--- src/rtl/line_tool.sv ---
// Bresenham line tool: press latches the anchor, release latches the end point, then one pixel per clock.
// Optional right-button abort is compiled in with LINE_TOOL_CANCEL_EN.
module line_tool #(
    parameter int                     WIDTH       = 640,
    parameter int                     HEIGHT      = 480,
    parameter int                     COLOR_WIDTH = 3,
    parameter logic [COLOR_WIDTH-1:0] COLOR_NONE  = '0,
    localparam int                    XW          = $clog2(WIDTH),
    localparam int                    YW          = $clog2(HEIGHT)
) (
    input  logic                   clk,
    input  logic                   reset,
    input  logic                   enable,
    input  logic [XW-1:0]          cursor_x,
    input  logic [YW-1:0]          cursor_y,
    input  logic [COLOR_WIDTH-1:0] input_color,
`ifdef LINE_TOOL_CANCEL_EN
    input  logic                   cancel,
`endif
    output logic [XW-1:0]          pixel_x,
    output logic [YW-1:0]          pixel_y,
    output logic [COLOR_WIDTH-1:0] pixel_color,
    output logic                   pixel_valid,
    output logic                   busy
);

    localparam int SW = ((XW > YW) ? XW : YW) + 2;

    typedef enum logic [1:0] {IDLE, HOLD, SETUP, DRAW} state_t;

    state_t                  state_q;
    logic                    enable_prev_q;
    logic [XW-1:0]           x0_q, x1_q, cur_x_q, last_x_q;
    logic [YW-1:0]           y0_q, y1_q, cur_y_q, last_y_q;
    logic [COLOR_WIDTH-1:0]  color_q;
    logic signed [SW-1:0]    dx_q, dy_q, err_q;
    logic                    sx_neg_q, sy_neg_q;

    logic                    cancel_req;
    logic [XW-1:0]           dx_abs, cur_x_d;
    logic [YW-1:0]           dy_abs, cur_y_d;
    logic signed [SW-1:0]    dx_s, dy_s, e2, err_d;
    logic                    at_end;

`ifdef LINE_TOOL_CANCEL_EN
    assign cancel_req = cancel;
`else
    assign cancel_req = 1'b0;
`endif

    // NOTE: every always_comb output gets a default first, so no path can infer a latch.
    always_comb begin
        dx_abs  = (x1_q >= x0_q) ? x1_q - x0_q : x0_q - x1_q;
        dy_abs  = (y1_q >= y0_q) ? y1_q - y0_q : y0_q - y1_q;
        dx_s    = {{(SW-XW){1'b0}}, dx_abs};
        dy_s    = -{{(SW-YW){1'b0}}, dy_abs};
        at_end  = (cur_x_q == x1_q) && (cur_y_q == y1_q);
        // Both Bresenham tests use e2 taken from the error before this step's updates.
        e2      = err_q <<< 1;
        err_d   = err_q;
        cur_x_d = cur_x_q;
        cur_y_d = cur_y_q;
        if (e2 >= dy_q) begin
            err_d   = err_d + dy_q;
            cur_x_d = sx_neg_q ? cur_x_q - XW'(1) : cur_x_q + XW'(1);
        end
        if (e2 <= dx_q) begin
            err_d   = err_d + dx_q;
            cur_y_d = sy_neg_q ? cur_y_q - YW'(1) : cur_y_q + YW'(1);
        end
    end

    // NOTE: sequential state uses non-blocking assignments so every register samples pre-edge values.
    always_ff @(posedge clk) begin
        if (reset) begin
            // NOTE: only control and output-visible registers are reset; endpoints and Bresenham
            // terms are always loaded before they are read.
            state_q       <= IDLE;
            enable_prev_q <= 1'b0;
            last_x_q      <= '0;
            last_y_q      <= '0;
        end else begin
            enable_prev_q <= enable;
            case (state_q)
                IDLE: begin
                    if (enable && !enable_prev_q) begin
                        x0_q    <= cursor_x;
                        y0_q    <= cursor_y;
                        state_q <= HOLD;
                    end
                end
                HOLD: begin
                    if (cancel_req) begin
                        state_q <= IDLE;
                    end else if (!enable) begin
                        x1_q    <= cursor_x;
                        y1_q    <= cursor_y;
                        color_q <= input_color;
                        state_q <= SETUP;
                    end
                end
                SETUP: begin
                    dx_q     <= dx_s;
                    dy_q     <= dy_s;
                    err_q    <= dx_s + dy_s;
                    sx_neg_q <= (x1_q < x0_q);
                    sy_neg_q <= (y1_q < y0_q);
                    cur_x_q  <= x0_q;
                    cur_y_q  <= y0_q;
                    state_q  <= cancel_req ? IDLE : DRAW;
                end
                DRAW: begin
                    // Remember the emitted pixel so the outputs hold it once drawing stops.
                    last_x_q <= cur_x_q;
                    last_y_q <= cur_y_q;
                    if (at_end || cancel_req) begin
                        state_q <= IDLE;
                    end else begin
                        cur_x_q <= cur_x_d;
                        cur_y_q <= cur_y_d;
                        err_q   <= err_d;
                    end
                end
                default: state_q <= IDLE;
            endcase
        end
    end

    assign pixel_valid = (state_q == DRAW);
    assign busy        = (state_q == SETUP) || (state_q == DRAW);
    assign pixel_color = pixel_valid ? color_q : COLOR_NONE;
    assign pixel_x     = pixel_valid ? cur_x_q : last_x_q;
    assign pixel_y     = pixel_valid ? cur_y_q : last_y_q;

endmodule

--- config.mk ---
export PLATFORM = sky130hd
export DESIGN_NAME = line_tool
export DESIGN_NICKNAME = d
export VERILOG_FILES = /design/src/rtl/line_tool.sv
export SDC_FILE = /design/constraint.sdc
export NUM_CORES = 1
export LEC_CHECK = 0
export ABC_AREA = 0
export BUFFER_PORTS_ARGS = -buffer_cell sky130_fd_sc_hd__buf_2
export CORE_MARGIN = 3
export CORE_UTILIZATION = 46
export CTS_BUF_LIST = sky130_fd_sc_hd__clkbuf_8
export CTS_CLUSTER_DIAMETER = 100
export DETAILED_ROUTE_END_ITERATION = 16
export PLACE_DENSITY_LB_ADDON = 0.12
export SLEW_MARGIN = 15
export SYNTH_ARGS = -nofsm -noshare
export SYNTH_HDL_FRONTEND = slang
export SYNTH_SLANG_ARGS = --single-unit
--- constraint.sdc ---
create_clock -name clk -period 7.45 [get_ports clk]
set_input_delay 0.745 -clock clk [delete_from_list [all_inputs] [get_ports clk]]
set_output_delay 0.745 -clock clk [all_outputs]
set_load 0.02 [all_outputs]
==> metrics <==
part of the power in registers 28.6%; clock share of power 19.0%; die width 146.4 um; Net count, final 1079; Initial DRT Pass Iterations 5; cells along the critical path inv_1 > ha_1 > nor2b_1 > o21a_1 > o21a_1 > o21a_1 > o21ai_0 > a21oi_1 > a211oi_1 > or2_2 > mux2_1 > ha_1 > fa_1 > a21o_1 > a21oi_1 > nor2b_1 > o21ai_0 > nand2b_1 > a21o_1 > a21oi_1 > o21ai_0 > mux2i_1 > xor2_1 > o22ai_1; critical path type reg -> reg; cell taking the most area after synthesis edfxtp_1; cells after synthesis 891; first-pass GRT wire length 33.52 mm; total grt overflow 0; Worst R2R Setup Slack 2.11 ns; RSZ-0062 raised after global routing no; Worst-Margin Slew 1.079 ns; antenna violations before repair 0; Leakage 4.435 nW; FMAX 187.1 MHz; Post-DRT Antenna Nets 0; CP startpoint kind flop; FILL cells 1778; Rel. slew slack 27.84%; cell depth of the worst hold path 1; initial DRC count 365; CTS sink cnt 117; Clock Skews 0.01440 ns; Final Max Slew Viols 0; total CTS buffers 17; status complete, no violations; Synth area leaders edfxtp_1 31%, ha_1 14%, dfxtp_1 4.9%; routability cong. 0.8558; vias in the first global route 6527; commonest cells in the netlist 111 x inv_1, 104 x ha_1, 95 x edfxtp_1; distinct cell type count of the synthesized netlist 87; NetSw 1.341 mW; Logic pwr share 52.4%; initial core utilization 47.64%; die height 146.4 um; CP max FO 13; die footprint 21420 sq um; sw frac 40.52%; Critical Path RT 7.61 ns; area of the multi-input gates 5255 sq um; top-area cell type share of the netlist area 31.48%; largest net degree at the start of global routing 69; H-tree depth 4; Root Buffer clkbuf_8; Critical Path Sink Type flop; worst skew pair latency 0.45 ns; Area Growth Syn to Fin 10.31%; TritonCTS clock tree built; fin crit period 5.344 ns; Cell Area, Synth 9061 sq um; final total power 3.310 mW; slowest cell on the critical path edfxtp_1; Core ar. 19020 sq um; number of flops mapped to enable cells by yosys 95; drt wl/cell 16.65 um; Top FF cell, synth edfxtp_1; share of layout cells above drive strength 1 15.72%; max incr delay on CP 0.44 ns; Seq/Total Area, Yosys 36.34%; Fin Setup TNS 0 ns; diode count 0; WP buf/inv 1; RR Endpoint err_q[10]; post-CTS setup buffers 0; Final Setup Violations 0; R2R Path Start dy_q[1]; Max Cap Viol 0; worst hold slack 0.4778 ns; clock-pin slew on the worst setup and hold paths 0.08 ns; port buffer count 48; Worst Hold Endpoint color_q[0]; yosys warns 0; register bit total from synthesis 117; Max Root-Sink Buffers 2; count leader, synth inv_1; Hold Fails Final Rpt 0; post-cts sizing count 0; Post-synth ARST share 0%; final worst-path cycle share 71.73%; Hold Crit Class in -> reg; Overall Global Routing Usage 19.43%; Avg Inst Size Synth 10.17 sq um; delay-heaviest family, CP compound AO/OA/AOI/OAI gates; sequential cell area 3293 sq um; io pins 49; vias 6470; Hold-fix buffers, CTS 0; vias per cell 5.329; # rows 50; Worst IR Drop VDD 129.0 uV; DR DRC count 0; Mapped Nets 1029; pwr/cell area 331.1 nW/um^2; CP Data Arrival Time 5.50 ns; hpwl dp 15.49 mm; cells on worst reg2reg path 24; Hold Startpoint input_color[0]; Pint 1.968 mW; drt total wl 20.21 mm
## cell type report
| type | instances | area share, % |
|---|---|---|
| Multi-Input combinational cell | 640 | 52.57 |
| Sequential cell | 117 | 32.95 |
| Inverter | 111 | 4.168 |
| Tap cell | 260 | 3.254 |
| Timing Repair Buffer | 54 | 2.854 |
| Clock buffer | 19 | 2.616 |
| Clock inverter | 13 | 1.590 |
## per-layer routing
metal | vias up | share of wire (%) | global-route usage [%]
li1 | 3295 | - | -
met1 | 3020 | 48 | 26.91
met2 | 126 | 46 | 30.93
met3 | 29 | 3.2 | 2.669
met4 | 0 | 2.7 | 7.714
met5 | - | 0 | 0
## worst max path at each step
stage                     startpoint        end  slack [ns]  cells after the start
after floorplan              dy_q[1]  err_q[10]        2.32                     26
after global placement       dy_q[1]  err_q[10]        2.25                     24
after detailed placement     dy_q[1]  err_q[10]        2.11                     24
after CTS                    dy_q[1]  err_q[10]        2.07                     24
after global routing         dy_q[1]  err_q[10]        1.72                     24
final                        dy_q[1]  err_q[10]        2.11                     24
## logic make-up (layout without fill, tap and decap cells)
family | count (synthesis) | count (layout) | share of synthesized area (%)
AO/OA/AOI/OAI | 221 | 221 | 16.64
XOR/XNOR | 77 | 77 | 7.940
adder cells (fa/ha/maj) | 113 | 113 | 16.35
buffers and inverters | 134 | 197 | 5.841
flip-flops | 117 | 117 | 36.34
multiplexers | 48 | 48 | 5.730
AND/OR/NAND/NOR | 181 | 181 | 11.16
## placed cells by master, fill, tap and decap left out, types with 3 or more instances in the layout
cell        count
a211oi_1       11
a21o_1         22
a21oi_1        62
a31o_2          3
a31oi_1         9
and2_1         27
and3_1          4
buf_2          48
buf_4           6
bufinv_16       3
clkbuf_8       19
clkinv_4        3
clkinvlp_4      3
dfxtp_1        22
edfxtp_1       95
fa_1            9
ha_1          103
inv_1         114
mux2_2         30
mux2i_1        17
nand2_1        36
nand2b_1        7
nand3_1        11
nand4_1         7
nor2_1         28
nor2b_1        11
nor3_1         14
nor4_1          9
o211ai_1        9
o21a_1         15
o21ai_0        34
o21bai_1       13
o22ai_1         4
or2_2           3
xnor2_1        35
xor2_1         38
## power groups by stage
| stage | Combinational, mW | Clock [mW] | Sequential [mW] |
|---|---|---|---|
| finish | 1.73 | 0.630 | 0.946 |
| global route | 1.96 | 0.671 | 0.960 |
| CTS | 1.74 | 0.643 | 0.947 |
| detailed placement | 1.73 | 0 | 0.962 |
| global placement | 1.72 | 0 | 0.960 |
| floorplan | 1.38 | 0 | 0.932 |
## metrics by stage
stage          utilization (%)  cell area (sq um)  setup WS (ns)  std cells
2_1_floorplan                -               9061          2.318        891
3_3_place_gp             50.35               9575          2.252       1182
3_5_place_dp             50.35               9575          2.115       1182
4_1_cts                  52.56               9996          2.070       1214
5_1_grt                  52.56               9996          1.716       1214
6_report                 52.56               9996          2.106       1214
## registers in the layout (all words and copies together) (netlist names)
| register | cells |
|---|---|
| sy_neg_q | 1 |
| dx_q | 10 |
| color_q | 3 |
| x0_q | 10 |
| state_q | 2 |
| cur_x_q | 10 |
| last_y_q | 9 |
| x1_q | 10 |
| dy_q | 12 |
| enable_prev_q | 1 |
| y0_q | 9 |
| sx_neg_q | 1 |
| last_x_q | 10 |
| err_q | 11 |
| cur_y_q | 9 |
| y1_q | 9 |
## worst reg2reg max path: stages (launching register included)
cell      delay (ns)
edfxtp_1        0.44
inv_1           0.09
ha_1            0.22
nor2b_1         0.13
o21a_1          0.16
o21a_1          0.17
o21a_1          0.16
o21ai_0         0.15
a21oi_1         0.09
a211oi_1        0.33
or2_2           0.37
mux2_1          0.39
ha_1            0.22
fa_1            0.41
a21o_1          0.20
a21oi_1         0.17
nor2b_1         0.08
o21ai_0         0.16
nand2b_1        0.11
a21o_1          0.19
a21oi_1         0.22
o21ai_0         0.15
mux2i_1         0.19
xor2_1          0.18
o22ai_1         0.10
Note: power is estimated with default switching activity, not from simulation.
